--- src/rtl/demux1to4.sv ---
// demux1to4: one-entry buffered 1-to-4 demultiplexer with valid/ready handshakes.
// A word accepted on the input side is held and offered to the port selected by
// in_sel. in_ready passes through the held port's out_ready, so streaming to a
// ready consumer sustains one word per cycle.
//
// Ports:
//   clk        - clock, rising edge
//   rst_n      - synchronous active-low reset
//   in_valid   - upstream offers a word
//   in_ready   - block accepts the offered word this cycle (combinational)
//   in_sel     - destination port index 0..3
//   in_data    - word to route
//   out_valid  - one-hot, bit i set when port i holds a word
//   out_ready  - per-port consumer ready
//   out_data   - held word, shared by all ports
//   out_cnt    - four 8-bit delivery counters, port i in [8i+7:8i]
//
// Build option: define DEMUX_CNT_EN to add out_cnt and the delivery counters.
module demux1to4 #(
  parameter int unsigned DW = 2
) (
  input  logic          clk,
  input  logic          rst_n,
  input  logic          in_valid,
  output logic          in_ready,
  input  logic [1:0]    in_sel,
  input  logic [DW-1:0] in_data,
  output logic [3:0]    out_valid,
  input  logic [3:0]    out_ready,
  output logic [DW-1:0] out_data
`ifdef DEMUX_CNT_EN
  ,
  output logic [31:0]   out_cnt
`endif
);

  typedef enum logic {
    EMPTY = 1'b0,
    FULL  = 1'b1
  } state_t;

  state_t          state_q;
  state_t          state_d;
  logic [1:0]      sel_q;
  logic [1:0]      sel_d;
  logic [DW-1:0]   data_d;
  logic [3:0]      valid_d;
  logic            in_fire;
  logic            out_fire;

  // Ready when empty, or when the held word leaves this cycle; never in reset.
  always_comb begin
    in_ready = rst_n && ((state_q == EMPTY) || out_ready[sel_q]);
  end

  // Only the held port's ready matters, and only while a word is held.
  always_comb begin
    out_fire = (state_q == FULL) && out_ready[sel_q];
    in_fire  = in_valid && in_ready;
  end

  // Next-state and next-output logic; a new word replaces a departing one.
  always_comb begin
    state_d = state_q;
    sel_d   = sel_q;
    data_d  = out_data;
    valid_d = 4'b0000;
    if (in_fire) begin
      state_d = FULL;
      sel_d   = in_sel;
      data_d  = in_data;
    end else if (out_fire) begin
      state_d = EMPTY;
    end
    if (state_d == FULL) begin
      valid_d = 4'b0001 << sel_d;
    end
  end

  // State and held-word registers.
  always_ff @(posedge clk) begin
    if (!rst_n) begin
      state_q   <= EMPTY;
      sel_q     <= 2'd0;
      out_data  <= '0;
      out_valid <= 4'b0000;
    end else begin
      state_q   <= state_d;
      sel_q     <= sel_d;
      out_data  <= data_d;
      out_valid <= valid_d;
    end
  end

`ifdef DEMUX_CNT_EN
  logic [7:0] cnt_q [4];

  // Per-port delivery counters, wrapping at 256; reset wins over a same-cycle transfer.
  always_ff @(posedge clk) begin
    if (!rst_n) begin
      for (int i = 0; i < 4; i++) begin
        cnt_q[i] <= 8'd0;
      end
    end else if (out_fire) begin
      cnt_q[sel_q] <= cnt_q[sel_q] + 8'd1;
    end
  end

  always_comb begin
    out_cnt = {cnt_q[3], cnt_q[2], cnt_q[1], cnt_q[0]};
  end
`endif

endmodule

--- config.mk ---
export PLATFORM = sky130hd
export DESIGN_NAME = demux1to4
export DESIGN_NICKNAME = d
export VERILOG_FILES = /design/src/rtl/demux1to4.sv
export SDC_FILE = /design/constraint.sdc
export NUM_CORES = 1
export LEC_CHECK = 0
export CORE_AREA = 2 2 39 41
export DETAILED_ROUTE_END_ITERATION = 10
export DIE_AREA = 0 0 41 43
export MAX_ROUTING_LAYER = met4
export SLEW_MARGIN = 20
export SYNTH_ARGS = -nofsm -noshare
export SYNTH_HDL_FRONTEND = slang
export SYNTH_SLANG_ARGS = --single-unit
export TNS_END_PERCENT = 50
--- constraint.sdc ---
create_clock -name clk -period 4.23 [get_ports clk]
set_clock_uncertainty 0.05 [all_clocks]
set_input_delay 0.423 -clock clk [delete_from_list [all_inputs] [get_ports clk]]
set_output_delay 0.423 -clock clk [all_outputs]
set_load 0.01 [all_outputs]
# Word level (Yosys, flattened, before mapping)
# Cells that the tools add are included.
# classes
muxes,5
magnitude_cmp,1
n_reduce_logical,5
shifts,1
bitwise_logic,1
# ops
operator,count
<< shifter 1 x 2 -> 4 bit (first input constant),1
logical AND 1 bit,3
less-than comparator 2 x 3 -> 1 bit (second input constant),1
two-way mux 1 bit,3
binary-select mux 1 bit (select 2 bit),1
two-way mux 2 bit,1
AND reduction 2 bit,1
logical OR 1 bit,1
inverter 1 bit,1
# word_totals
input_bits,11
reg_bits,9
out_inout_bits,7
elab_cells,17

# Longest topological paths before layout
# Gate-level depths: netlist of the first run.
# logic_depth
ltp_word,7
depth_mapped,4
ltp_nobuf,4

# Least setup slack after synthesis of the first run
# No wires, ideal clock.
# synth_path
path_kind,input to output
startpoint,in out_ready[3]
endpoint,out in_ready
path_buffers,0
cell_stages,3
arrival_time_ns,1.077
setup_slack_ns,2.680
cell_sequence,mux2i_1 and2_2 nor3b_1
# synth_between
elab_chain_len,4
# synth_lines
element,line_no,rtl
from (decl),29,"input logic [3:0] out_ready,"
binary-select mux 1 bit (select 2 bit),53,in_ready = rst_n && ((state_q == EMPTY) || out_ready[sel_q]);
two-way mux 1 bit (not written as such),53,
logical OR 1 bit,53,
logical AND 1 bit,53,
to (decl),25,"output logic in_ready,"
# Every way passes these cells. The select of a mux whose other input is x is not followed.

# Worst setup path in the final report of the first run
# Ends and elaborated chain as after synthesis.

==> results of run 1 <==
worst max-delay path: stages:
cell and delay, ps:
clkdlybuf4s50_1 450, mux2i_1 130, and2_2 240, nor3b_1 190, clkdlybuf4s50_1 560
through the flow:
stage	setup slack [ps]	hold slack (ps)	total power, mW	utilization
finish	1760	468	0.195	0.445
floorplan	2680	443	0.112	-
global placement	1770	451	0.132	0.426
detailed placement	1750	461	0.132	0.426
CTS	1730	477	0.198	0.445
global route	1660	513	0.206	0.445
layout make-up:
type | instances | area, sq um | share of cell area
inverter | 1 | 3.75 | 0.00610
timing repair buffer | 17 | 170 | 0.276
sequential | 9 | 180 | 0.293
multi-input combinational | 29 | 215 | 0.350
clock buffer | 4 | 26.3 | 0.0427
tap | 16 | 20.0 | 0.0325
cells by family (layout without fill, tap and decap cells):
logic type,after synthesis,after routing,share of synthesized area
buf+inv,1,22,0.00940
mux,7,7,0.188
compound gates,7,7,0.144
simple gates,15,15,0.207
flops,9,9,0.451
cell usage in the layout (no fill, tap or decap):
cell | synthesis | final
clkdlybuf4s50_1 | 0 | 17
dfxtp_1 | 9 | 9
mux2i_1 | 6 | 6
nor2_1 | 4 | 4
and2_1 | 3 | 3
nor2b_1 | 3 | 3
clkbuf_4 | 0 | 3
nand2_1 | 2 | 2
o21ai_0 | 2 | 2
and2_2 | 1 | 1
and2b_1 | 1 | 1
nor3b_1 | 1 | 1
a221oi_2 | 1 | 1
inv_1 | 1 | 1
a211oi_1 | 1 | 1
a21oi_1 | 1 | 1
a221o_2 | 1 | 1
o31a_1 | 1 | 1
mux2_4 | 1 | 1
clkbuf_1 | 0 | 1
report_power, final:
group / total, mW / internal (mW) / switching, mW
Sequential: 0.0915 / 0.0894 / 0.00210
Clock: 0.0651 / 0.0363 / 0.0288
Combinational: 0.0380 / 0.0232 / 0.0148
registers in the layout (all words and copies together), names as in the netlist:
name	cells
out_valid	4
sel_q	2
state_q	1
out_data	2
final timing paths:
| check | end | slack (ps) | depth (start not counted) |
|---|---|---|---|
| setup / recovery | in_ready | 1760 | 5 |
| hold reg to reg | out_data[1]$_SDFFE_PN0N_ | 470 | 2 |
| setup reg to reg | sel_q[0]$_SDFF_PN0_ | 2600 | 4 |
| hold / removal | out_data[1]$_SDFFE_PN0N_ | 470 | 2 |
routing by layer:
layer,GRT usage,routed length (microns),vias to the layer above
met2,0.159,381,11
li1,-,-,178
met4,0.0800,14,0
met3,0.0785,54,2
met1,0.143,360,160
met5,-,0,-
==> metrics, run 1 <==
Total Routing Usage GR 0.126; Worst Hold Launch out_data[1]$_SDFFE_PN0N_; Syn Std Cell Area ~400 sq um; most frequent cell after synthesis dfxtp_1; ratio of cells with drive above 1 in the final layout 0.117; DR vias 351; library cells used by synthesis 17; DIE HEIGHT 43 microns; Tcrit/Tclk final 0.584; worst-margin pin slew approximately 350 ps; H-Tree Depth 1; P&R area growth vs syn 54.2%; Mean Syn Cell Area about 10 sq um; Top FF cell, synth dfxtp_1; outcome finished, final reports clean; Critical Path End Type output pin; DRT Pass-1 Iters 3; root buffer cell clkbuf_4; Cells after Synth 39; GPL Wtd Cong 0.796; crit path DAT approximately 2000 ps; DP Cell Count just over 70; initial antenna violation count 0; Hold Crit Class flop to flop; largest net degree at the start of global routing 10; FMAX roughly 400 MHz; sequential share of the synthesized area 0.451; vias in the first global route between 300 and 400; max-slew violation count 0; cell type with the largest total area after synthesis dfxtp_1; cell area after layout 616 sq um; Crit Path Class input port to output pin; diodes inserted 0; Reg clk slew, reported paths 60 ps; Setup Viol. Count Final 0; Die Width about 41 microns; Worst EP required ~3800 ps; YS warnings 0; Yosys top cell area share 0.451; routed wire length per instance between 10 and 15 microns; Seq cells post-synth 9; Commonest cells post-synth dfxtp_1, mux2i_1, nor2_1; fillcell total ~150; Reg-to-Reg Start sel_q[0]$_SDFF_PN0_; Final #Nets between 70 and 80; Final ANT Viol Nets 0; initial core utilization 0.288; final hold vios 0; Worst-Skew Late Latency roughly 260 ps; GRT Residual Overflow 0; total routed wirelength 811 microns; dpl cell area approximately 590 sq um; DP Wirelength 634 microns; via/cell ratio ~4.6; Resize count post-CTS 0; Setup TNS 0 ps; crit path launch out_ready[3]; Max Buffers Root-to-Sink 2; main area contributors after synthesis dfxtp_1, mux2i_1, and2_1, nor2b_1, a221oi_2; EDFF count, synth 0; CTS Hold Buffers Added 0; final worst path period need roughly 2500 ps; Starting DRT DRC Count 5; ys async rst share 0; Ports 18; PwrDens between 300 and 400 nW/um^2; Critical Path Fanout Max 4; clk sink count 9; CP startpoint kind input port; worst vdd ir approximately 0.14 mV; Post-CTS Setup Bufs 0; CTS Buf Count 3; Non-Filler Instances between 70 and 80; core area around 1400 sq um; site row count 14; drt drc 0; Die ar. 1760 sq um; Rel. slew slack 0.757; I/O Buffers 17; unrepaired setup endpoints after global routing no; syn nets 50; TritonCTS clock tree done; leakage 0.246 nW; first-pass GRT wire length 1370 microns; max-cap check violation count 0
Note: power is estimated with default switching activity, not from simulation.
==> run 2, diff against run 1 <==
- clock period: 4.23 -> 2.3 ns (I/O delays scaled with it)
==> results of run 2 <==
Same layout as run 1 (identical final DEF). Status: finished, final reports clean.
Among the figures that moved: final weighted congestion in routability-driven placement 0.796 -> 0.797; setup slack after placement 1750 ps -> 210 ps; setup slack after layout 1760 ps -> 203 ps; start point of the critical path out_ready[3] -> sel_q[0]$_SDFF_PN0_; register-to-register setup slack 2600 ps -> 670 ps; total power 0.195 mW -> 0.358 mW; worst IR drop on VDD 0.136 mV -> 0.250 mV
==> run 3, diff against run 2 <==
- CAP_MARGIN: unset -> 5
- TNS_END_PERCENT: 50 -> 30
==> results of run 3 <==
Same layout as run 1 (identical final DEF). Status: finished, final reports clean.
Among the figures that moved: final weighted congestion in routability-driven placement 0.796 -> 0.797; setup slack after placement 1750 ps -> 210 ps; setup slack after layout 1760 ps -> 203 ps; start point of the critical path out_ready[3] -> sel_q[0]$_SDFF_PN0_; register-to-register setup slack 2600 ps -> 670 ps; total power 0.195 mW -> 0.358 mW; worst IR drop on VDD 0.136 mV -> 0.250 mV
